--- config.mk ---
export PLATFORM = sky130hd
export DESIGN_NAME = pipelined_adder_flat
export DESIGN_NICKNAME = d
export VERILOG_FILES = /design/src/rtl/adder_pkg.sv /design/src/rtl/pipelined_adder_if.sv /design/src/rtl/ripple_slice.sv /design/src/rtl/pipelined_adder.sv /design/src/flat_wrapper.sv
export SDC_FILE = /design/constraint.sdc
export NUM_CORES = 1
export LEC_CHECK = 0
export ABC_AREA = 1
export BUFFER_PORTS_ARGS = -buffer_cell sky130_fd_sc_hd__clkbuf_2
export CAP_MARGIN = 20
export CORE_ASPECT_RATIO = 1.5
export CORE_MARGIN = 4
export CORE_UTILIZATION = 57
export DETAILED_ROUTE_END_ITERATION = 10
export MAX_ROUTING_LAYER = met4
export PLACE_DENSITY_LB_ADDON = 0.2
export SETUP_SLACK_MARGIN = 0.2
export SLEW_MARGIN = 20
export SYNTH_ARGS = -nofsm -noshare
export SYNTH_HDL_FRONTEND = slang
export SYNTH_SLANG_ARGS = --single-unit
--- constraint.sdc ---
create_clock -name Clk -period 4.2 [get_ports Clk]
set_input_delay 0.42 -clock Clk [delete_from_list [all_inputs] [get_ports Clk]]
set_output_delay 0.42 -clock Clk [all_outputs]
set_load 0.1 [all_outputs]
--- src/rtl/adder_pkg.sv ---
// Shared sizing constants and helpers for the pipelined add/subtract unit.
package adder_pkg;

    localparam int unsigned DEF_WIDTH = 16;
    localparam int unsigned DEF_SLICE = 4;

    // Number of pipeline stages: one per SLICE-bit group of the operand.
    function automatic int unsigned n_stages(input int unsigned width, input int unsigned slice);
        return (slice == 0) ? 32'd1 : width / slice;
    endfunction

endpackage

--- src/rtl/pipelined_adder_if.sv ---
// Valid/ready operand and result bus of the pipelined adder.
interface pipelined_adder_if #(
    parameter int unsigned WIDTH = adder_pkg::DEF_WIDTH
);
    logic             in_valid;
    logic             in_ready;
    logic [WIDTH-1:0] A;
    logic [WIDTH-1:0] B;
    logic             cin;
    logic             sub;
    logic             out_valid;
    logic             out_ready;
    logic [WIDTH-1:0] S;
    logic             cout;
    logic             ovf;

    modport master (
        output in_valid, A, B, cin, sub, out_ready,
        input  in_ready, out_valid, S, cout, ovf
    );

    modport slave (
        input  in_valid, A, B, cin, sub, out_ready,
        output in_ready, out_valid, S, cout, ovf
    );
endinterface

--- src/rtl/ripple_slice.sv ---
// Combinational SLICE-bit ripple-carry adder used once per pipeline stage.
module ripple_slice #(
    parameter int unsigned SLICE = 4
) (
    input  logic [SLICE-1:0] a_i,
    input  logic [SLICE-1:0] b_i,
    input  logic             cin_i,
    output logic [SLICE-1:0] s_o,
    output logic             cout_o
);
    logic carry;

    always_comb begin
        s_o   = '0;
        carry = cin_i;
        for (int unsigned i = 0; i < SLICE; i++) begin
            s_o[i] = a_i[i] ^ b_i[i] ^ carry;
            carry  = (a_i[i] & b_i[i]) | (carry & (a_i[i] ^ b_i[i]));
        end
        cout_o = carry;
    end
endmodule

--- src/rtl/pipelined_adder.sv ---
// Pipelined add/subtract: one SLICE-bit ripple slice per stage, carry registered between
// stages, whole pipe advances together under output back-pressure.
module pipelined_adder
    import adder_pkg::*;
#(
    parameter int unsigned WIDTH = DEF_WIDTH,
    parameter int unsigned SLICE = DEF_SLICE
) (
    input  logic             Clk,
    input  logic             Reset,
    pipelined_adder_if.slave bus
);
    localparam int unsigned STAGES = n_stages(WIDTH, SLICE);
    localparam int unsigned MSB    = WIDTH - 1;

    typedef struct packed {
        logic             v;
        logic             c;
        logic [WIDTH-1:0] a;
        logic [WIDTH-1:0] b;
        logic [WIDTH-1:0] s;
        logic             amsb;
        logic             bmsb;
        logic             ovf;
    } stage_t;

    if ((SLICE == 0) || ((WIDTH % SLICE) != 0)) begin : g_cfg_check
        $error("pipelined_adder: WIDTH (%0d) must be a non-zero multiple of SLICE (%0d)", WIDTH, SLICE);
    end

    stage_t           st_d [STAGES];
    stage_t           st_q [STAGES];
    logic             advance_c;
    logic             accept_c;
    logic [WIDTH-1:0] b_eff_c;

    assign advance_c = ~st_q[STAGES-1].v | bus.out_ready;
    assign accept_c  = bus.in_valid & advance_c;
    assign b_eff_c   = bus.sub ? ~bus.B : bus.B;

    for (genvar k = 0; k < STAGES; k++) begin : g_stage
        stage_t           st_in;
        logic [SLICE-1:0] sum_c;
        logic             carry_c;
        logic [WIDTH-1:0] s_next_c;

        // Stage 0 takes the bus (subtract = add inverted B with carry-in 1).
        if (k == 0) begin : g_head
            assign st_in = '{v: accept_c, c: bus.sub | bus.cin, a: bus.A, b: b_eff_c, s: '0,
                             amsb: bus.A[MSB], bmsb: b_eff_c[MSB], ovf: 1'b0};
        end else begin : g_tail
            assign st_in = st_q[k-1];
        end

        ripple_slice #(.SLICE(SLICE)) u_slice (
            .a_i    (st_in.a[k*SLICE +: SLICE]),
            .b_i    (st_in.b[k*SLICE +: SLICE]),
            .cin_i  (st_in.c),
            .s_o    (sum_c),
            .cout_o (carry_c)
        );

        always_comb begin
            s_next_c                   = st_in.s;
            s_next_c[k*SLICE +: SLICE] = sum_c;
        end

        // Overflow is only meaningful once the top slice has been resolved (last stage).
        assign st_d[k] = '{v: st_in.v, c: carry_c, a: st_in.a, b: st_in.b, s: s_next_c,
                           amsb: st_in.amsb, bmsb: st_in.bmsb,
                           ovf: (st_in.amsb == st_in.bmsb) & (s_next_c[MSB] != st_in.amsb)};
    end

    always_ff @(posedge Clk) begin
        if (Reset) begin
            for (int unsigned k = 0; k < STAGES; k++) st_q[k] <= '0;
        end else if (advance_c) begin
            for (int unsigned k = 0; k < STAGES; k++) st_q[k] <= st_d[k];
        end
    end

    assign bus.in_ready  = advance_c;
    assign bus.out_valid = st_q[STAGES-1].v;
    assign bus.S         = st_q[STAGES-1].s;
    assign bus.cout      = st_q[STAGES-1].c;
    assign bus.ovf       = st_q[STAGES-1].ovf;
endmodule

--- src/flat_wrapper.sv ---
// flat-port wrapper written by rule: the top's interface ports become plain ports
module pipelined_adder_flat import adder_pkg::*;
#(
    parameter int unsigned WIDTH = DEF_WIDTH,
    parameter int unsigned SLICE = DEF_SLICE
)
  (Clk, Reset, bus_in_valid, bus_A, bus_B, bus_cin, bus_sub, bus_out_ready, bus_in_ready, bus_out_valid, bus_S, bus_cout, bus_ovf);
  pipelined_adder_if #(.WIDTH(WIDTH)) bus_i ();
  input  logic Clk;
  input  logic Reset;
  input wire logic [$bits(bus_i.in_valid)-1:0] bus_in_valid;
  input wire logic [$bits(bus_i.A)-1:0] bus_A;
  input wire logic [$bits(bus_i.B)-1:0] bus_B;
  input wire logic [$bits(bus_i.cin)-1:0] bus_cin;
  input wire logic [$bits(bus_i.sub)-1:0] bus_sub;
  input wire logic [$bits(bus_i.out_ready)-1:0] bus_out_ready;
  output wire logic [$bits(bus_i.in_ready)-1:0] bus_in_ready;
  output wire logic [$bits(bus_i.out_valid)-1:0] bus_out_valid;
  output wire logic [$bits(bus_i.S)-1:0] bus_S;
  output wire logic [$bits(bus_i.cout)-1:0] bus_cout;
  output wire logic [$bits(bus_i.ovf)-1:0] bus_ovf;
  assign bus_i.in_valid = bus_in_valid;
  assign bus_i.A = bus_A;
  assign bus_i.B = bus_B;
  assign bus_i.cin = bus_cin;
  assign bus_i.sub = bus_sub;
  assign bus_i.out_ready = bus_out_ready;
  assign bus_in_ready = bus_i.in_ready;
  assign bus_out_valid = bus_i.out_valid;
  assign bus_S = bus_i.S;
  assign bus_cout = bus_i.cout;
  assign bus_ovf = bus_i.ovf;
  pipelined_adder #(.WIDTH(WIDTH), .SLICE(SLICE)) u_core (.Clk(Clk), .Reset(Reset), .bus(bus_i));
endmodule
==> results of run 1 <==
-- worst max-delay path, stage by stage, from the launching register on --
cell and delay, ps:
edfxtp_1 400, fa_1 420, inv_1 90, fa_1 170, inv_1 50, fa_1 400, inv_1 90, fa_1 420
inv_1 70, nand2_1 50, nand3_1 70, nor2_1 40
-- area by class of cell --
| type | count | area (um2) |
|---|---|---|
| well taps | 100 | 125 |
| flip-flops and latches | 97 | 2910 |
| inverters | 103 | 387 |
| clock inverters | 4 | 45.0 |
| clock buffers | 11 | 131 |
| multi-input cells | 137 | 972 |
| fillers | 555 | 2430 |
| repair buffers | 59 | 320 |
-- report_power, final --
group / leakage, nW / switching (mW) / internal (mW)
Clock: 0.0845 / 0.283 / 0.269
Combinational: 0.918 / 0.194 / 0.0785
Sequential: 1.15 / 0.0221 / 1.15
-- Yosys cell counts, drive strengths merged --
cell / n / area, um2
buf: 12 / 109
edfxtp: 97 / 2910
fa: 16 / 320
ha: 1 / 12.5
inv: 103 / 387
nand2: 4 / 20.0
nand3: 2 / 10.0
nor2: 98 / 443
xnor2: 14 / 123
xor2: 2 / 17.5
-- logic make-up (layout without fill, tap and decap cells) --
family                   Yosys count  after routing  synth area share
buffers and inverters            115            177             0.114
adder cells (fa/ha/maj)           17             17            0.0764
XOR/XNOR                          16             16            0.0322
AND/OR/NAND/NOR                  104            104             0.109
flip-flops                        97             97             0.669
-- layer usage --
layer	GRT usage	vias up	wire [um]
met3	0.0188	7	237
met2	0.240	49	2970
met1	0.152	1012	2100
met4	0.0929	0	115
li1	-	1153	-
met5	-	-	0
-- worst max-delay path by stage --
stage,slack (ps),endpoint,cells past startpoint
after global routing,1480,u_core.st_q[3][0],11
after detailed placement,1260,u_core.st_q[0][6],11
after floorplan,950,u_core.st_q[0][23],1
final,1660,u_core.st_q[3][0],11
after global placement,1350,u_core.st_q[0][6],11
after CTS,1620,u_core.st_q[3][0],11
==> flow_summary_export.csv, run 1 <==
group,metric,value,unit
clock_tree,cts_resized,0,
detailed_routing,drtPass1Iterations,4,
timing,finalSetupViolations,0,
detailed_routing,drcViolationCount,0,
hold_path,whs_path_depth,3,
global_route,grt_pass1_vias,2116,
clock_tree,clockBufferDepth,2,
timing,hold_violations,0,
logic_synthesis,synth-seq-area-share,0.669,
worst_setup_path,worst_setup_path_end_kind,"register",
floorplanning,die_x,79.4,um
final_layout,final_common_cell,"inv_1",
floorplanning,dieArea,0.00913,mm2
place,portBuffers,57,
logic_synthesis,ys_types,15,
hold_path,worst_hold_startpoint,"bus_A[13]",
logic_synthesis,syn-instance-count,349,
hold_path,hold_end,"u_core.st_q[0][48]",
timing,timing.final.ws_setup,1660,ps
global_route,overflow,0,
hold_path,hp-class,"in2reg",
place,place_congestion,0.693,
power,ir_drop,0.241,mV
floorplanning,die_h,115,um
worst_setup_path,reg2reg_depth,11,
timing,tns,0,ps
floorplanning,core,0.00732,mm2
clock_tree,insertion_delay,350,ps
worst_setup_path,rr_endpoint,"u_core.st_q[3][0]",
final_layout,largest_registers,"u_core.st_q x97",
flow_run,cap_violations,0,
logic_synthesis,yosysWarnings,0,
outcome,outcome,"completed",
detailed_routing,vias_per_cell,4.35,
final_layout,largest_reg_flops,97,
detailed_routing,wl,5420,um
logic_synthesis,synth-seq-cells,97,
clock_tree,clock_sinks,97,
power,power_leakage,2.16,nW
global_route,grt_max_degree,98,
timing,final.period_utilization,0.605,
place,place_area,0.00471,mm2
final_layout,layout_common_cells,"101 x inv_1, 97 x edfxtp_1, 68 x nor2_1",
clock_tree,cts_hold_buf,0,
final_layout,utilization,0.668,
global_route,grt_pass1_wl,9280,um
detailed_routing,dr_total_vias,2221,
floorplanning,start_util,0.595,
place,post-place-ws,1260,ps
timing,max_freq,0.394,GHz
timing,relSlewSlack,0.548,
global_route,antenna_found_initial,0,
floorplanning,rows,38,
detailed_routing,drtIter0Drc,147,
floorplanning,ios,58,
global_route,grt_usage,0.141,
clock_tree,clock_tree.root_cell,"clkbuf_8",
logic_synthesis,synth_area_per_cell,12.5,um2
worst_setup_path,critPathArrivalTime,2620,ps
clock_tree,cts_buffers,9,
final_layout,fin_area,0.00489,mm2
worst_setup_path,startpoint,"u_core.st_q[2][51]",
timing,fin_hold_ws,364,ps
timing,grt_setup_unrepaired,"false",
place,dp.cells,496,
timing,final_max_slew_viol_count,0,
timing,period_minus_slack,2540,ps
timing,skew,7.53,ps
power,power_density,407,mW/mm2
worst_setup_path,critPathLaunchType,"register",
final_layout,fin_nets,462,
clock_tree,postCtsSetupBuffers,0,
worst_setup_path,cp_max_fo,3,
clock_tree,htreeDepth,3,
worst_setup_path,reg2reg_slack,1660,ps
place,dp.final_hpwl,3600,um
final_layout,areaGrowthSynthToFinish,12.4,%
worst_setup_path,crit_type,"reg2reg",
timing,tightest_slew,678,ps
final_layout,fin_cells,511,
clock_tree,clkTransAtPathRegs,80,ps
clock_tree,cts_tree,"yes",
final_layout,diodes,0,
final_layout,top_register,"u_core.st_q",
worst_setup_path,required,4280,ps
power,total_power,1.99,mW
detailed_routing,ant_nets,0,
logic_synthesis,syn-cell-area,0.00435,mm2
worst_setup_path,r2r_start,"u_core.st_q[2][51]",
detailed_routing,wl_per_cell,10.6,um
logic_synthesis,synth_nets,404,
final_layout,drive_gt1_frac,0.255,
Note: power is estimated with default switching activity, not from simulation.
==> inputs of run 2 (changes only) <==
clock period = 2.4 ns   (was 4.2 ns; I/O delays follow)
==> flow_summary_export.csv, run 2 (synthesis results as in run 1) <==
group,metric,value,unit
timing,final.period_utilization,0.975,
detailed_routing,wl_per_cell,9.61,um
hold_path,hp-class,"in2reg",
hold_path,hold_end,"u_core.st_q[0][52]",
final_layout,fin_cells,516,
worst_setup_path,required,2500,ps
detailed_routing,vias_per_cell,4.28,
final_layout,top_register,"u_core.st_q",
global_route,antenna_found_initial,0,
floorplanning,dieArea,0.00913,mm2
detailed_routing,dr_total_vias,2207,
clock_tree,clkTransAtPathRegs,90,ps
worst_setup_path,crit_type,"reg2reg",
place,portBuffers,57,
worst_setup_path,r2r_start,"u_core.st_q[2][47]",
final_layout,fin_nets,466,
worst_setup_path,cp_top_family,"adder cells",
final_layout,layout_common_cells,"97 x edfxtp_1, 92 x inv_1, 68 x nor2_1",
clock_tree,insertion_delay,350,ps
floorplanning,die_h,115,um
power,power_density,727,mW/mm2
worst_setup_path,slowest_delay,410,ps
floorplanning,start_util,0.595,
place,dp.final_hpwl,3380,um
floorplanning,ios,58,
timing,max_freq,0.427,GHz
clock_tree,clock_tree.root_cell,"clkbuf_8",
clock_tree,cts_tree,"yes",
outcome,outcome,"completed",
place,dp.cells,500,
floorplanning,core,0.00732,mm2
place,post-place-ws,9.67,ps
worst_setup_path,rr_endpoint,"u_core.st_q[3][0]",
timing,tightest_slew,554,ps
global_route,overflow,0,
floorplanning,die_x,79.4,um
detailed_routing,drtPass1Iterations,4,
flow_run,cap_violations,0,
clock_tree,clockBufferDepth,2,
hold_path,worst_hold_startpoint,"bus_in_valid",
global_route,grt_pass1_vias,2132,
global_route,grt_max_degree,98,
power,total_power,3.62,mW
timing,hold_violations,0,
timing,final_max_slew_viol_count,0,
worst_setup_path,cp_max_fo,3,
detailed_routing,drtIter0Drc,201,
floorplanning,rows,38,
worst_setup_path,critPathLaunchType,"register",
timing,finalSetupViolations,0,
final_layout,diodes,0,
final_layout,largest_reg_flops,97,
worst_setup_path,reg2reg_slack,60,ps
power,power_leakage,2.18,nW
timing,skew,6.94,ps
final_layout,nFillCells,568,
detailed_routing,wl,4960,um
timing,relSlewSlack,0.632,
timing,grt_setup_unrepaired,"true",
final_layout,drive_gt1_frac,0.315,
final_layout,final_common_cell,"edfxtp_1",
timing,timing.final.ws_setup,60.6,ps
power,ir_drop,0.446,mV
worst_setup_path,path_cells,"fa_2, inv_2, fa_2, inv_2, fa_2, inv_2, fa_1, inv_1, nand2_1, nand3_1, nor2_1",
final_layout,largest_registers,"u_core.st_q x97",
clock_tree,htreeDepth,3,
worst_setup_path,crit_path_top_delay_cell,"edfxtp_1",
worst_setup_path,reg2reg_depth,11,
clock_tree,clock_sinks,97,
hold_path,whs_path_depth,3,
global_route,grt_pass1_wl,8840,um
detailed_routing,drcViolationCount,0,
timing,period_minus_slack,2340,ps
final_layout,areaGrowthSynthToFinish,14.5,%
global_route,grt_usage,0.132,
detailed_routing,ant_nets,0,
timing,fin_hold_ws,187,ps
worst_setup_path,critPathArrivalTime,2440,ps
worst_setup_path,crit_buf_inv,4,
place,place_congestion,0.729,
worst_setup_path,worst_setup_path_end_kind,"register",
clock_tree,cts_buffers,9,
## run 2: cell count changes in the layout (fill, tap and decap cells not counted), sizes merged
cell      previous run  this run
buf                  2         6
bufinv               1         2
clkinv               2         1
clkinvlp             1         2
## run 2: timing repair
action | in CTS | in global routing
buffers inserted | 0 | 0
endpoints found under the hold margin | 0 | 0
pin swaps | 4 | 6
hold buffers | 0 | 0
gates resized for setup | 10 | 2
setup endpoints to repair | 4 | 4
## run 2: metal layers
metal  GRT usage  vias up  wire (um)
met2       0.225       48       2590
met3      0.0235       13        234
met1       0.140      985       1970
met5           -        -          0
met4      0.0860        0        165
li1            -     1161          -
## run 2: cell type report
| cell class | instances | area (um2) | area share |
|---|---|---|---|
| clock inverters | 5 | 80.1 | 0.0161 |
| well taps | 100 | 125 | 0.0251 |
| flip-flops and latches | 97 | 2910 | 0.584 |
| clock buffers | 11 | 131 | 0.0264 |
| multi-input cells | 137 | 993 | 0.199 |
| inverters | 103 | 387 | 0.0776 |
| repair buffers | 63 | 355 | 0.0713 |
## run 2: where the power goes
part	internal [mW]	switching (mW)	total [mW]
clock network	0.586	0.505	1.09
logic	0.147	0.336	0.483
registers	2.01	0.0403	2.05
total	2.74	0.881	3.62
## run 2: how the worst max path moves through the flow
| stage | cells after the start | startpoint | slack, ps | endpoint |
|---|---|---|---|---|
| floorplan | 1 | u_core.st_q[3][52] | -70 | u_core.st_q[0][23] |
| global placement | 11 | bus_sub | 40 | u_core.st_q[0][6] |
| detailed placement | 11 | bus_sub | 10 | u_core.st_q[0][6] |
| CTS | 11 | u_core.st_q[2][47] | 30 | u_core.st_q[3][0] |
| global route | 11 | u_core.st_q[2][47] | -40 | u_core.st_q[3][0] |
| finish | 11 | u_core.st_q[2][47] | 60 | u_core.st_q[3][0] |
## run 2: through the flow
step | util | cell area (um2) | TNS, ps
5_1_grt | 0.681 | 4980 | -38.8
4_1_cts | 0.680 | 4980 | 0
3_5_place_dp | 0.650 | 4760 | 0
3_3_place_gp | 0.650 | 4760 | 0
6_report | 0.681 | 4980 | 0
2_1_floorplan | - | 4390 | -7750
## run 2: worst min-delay path: stages
cell	delay (ps)
clkbuf_2	80
inv_1	30
nor2_1	80
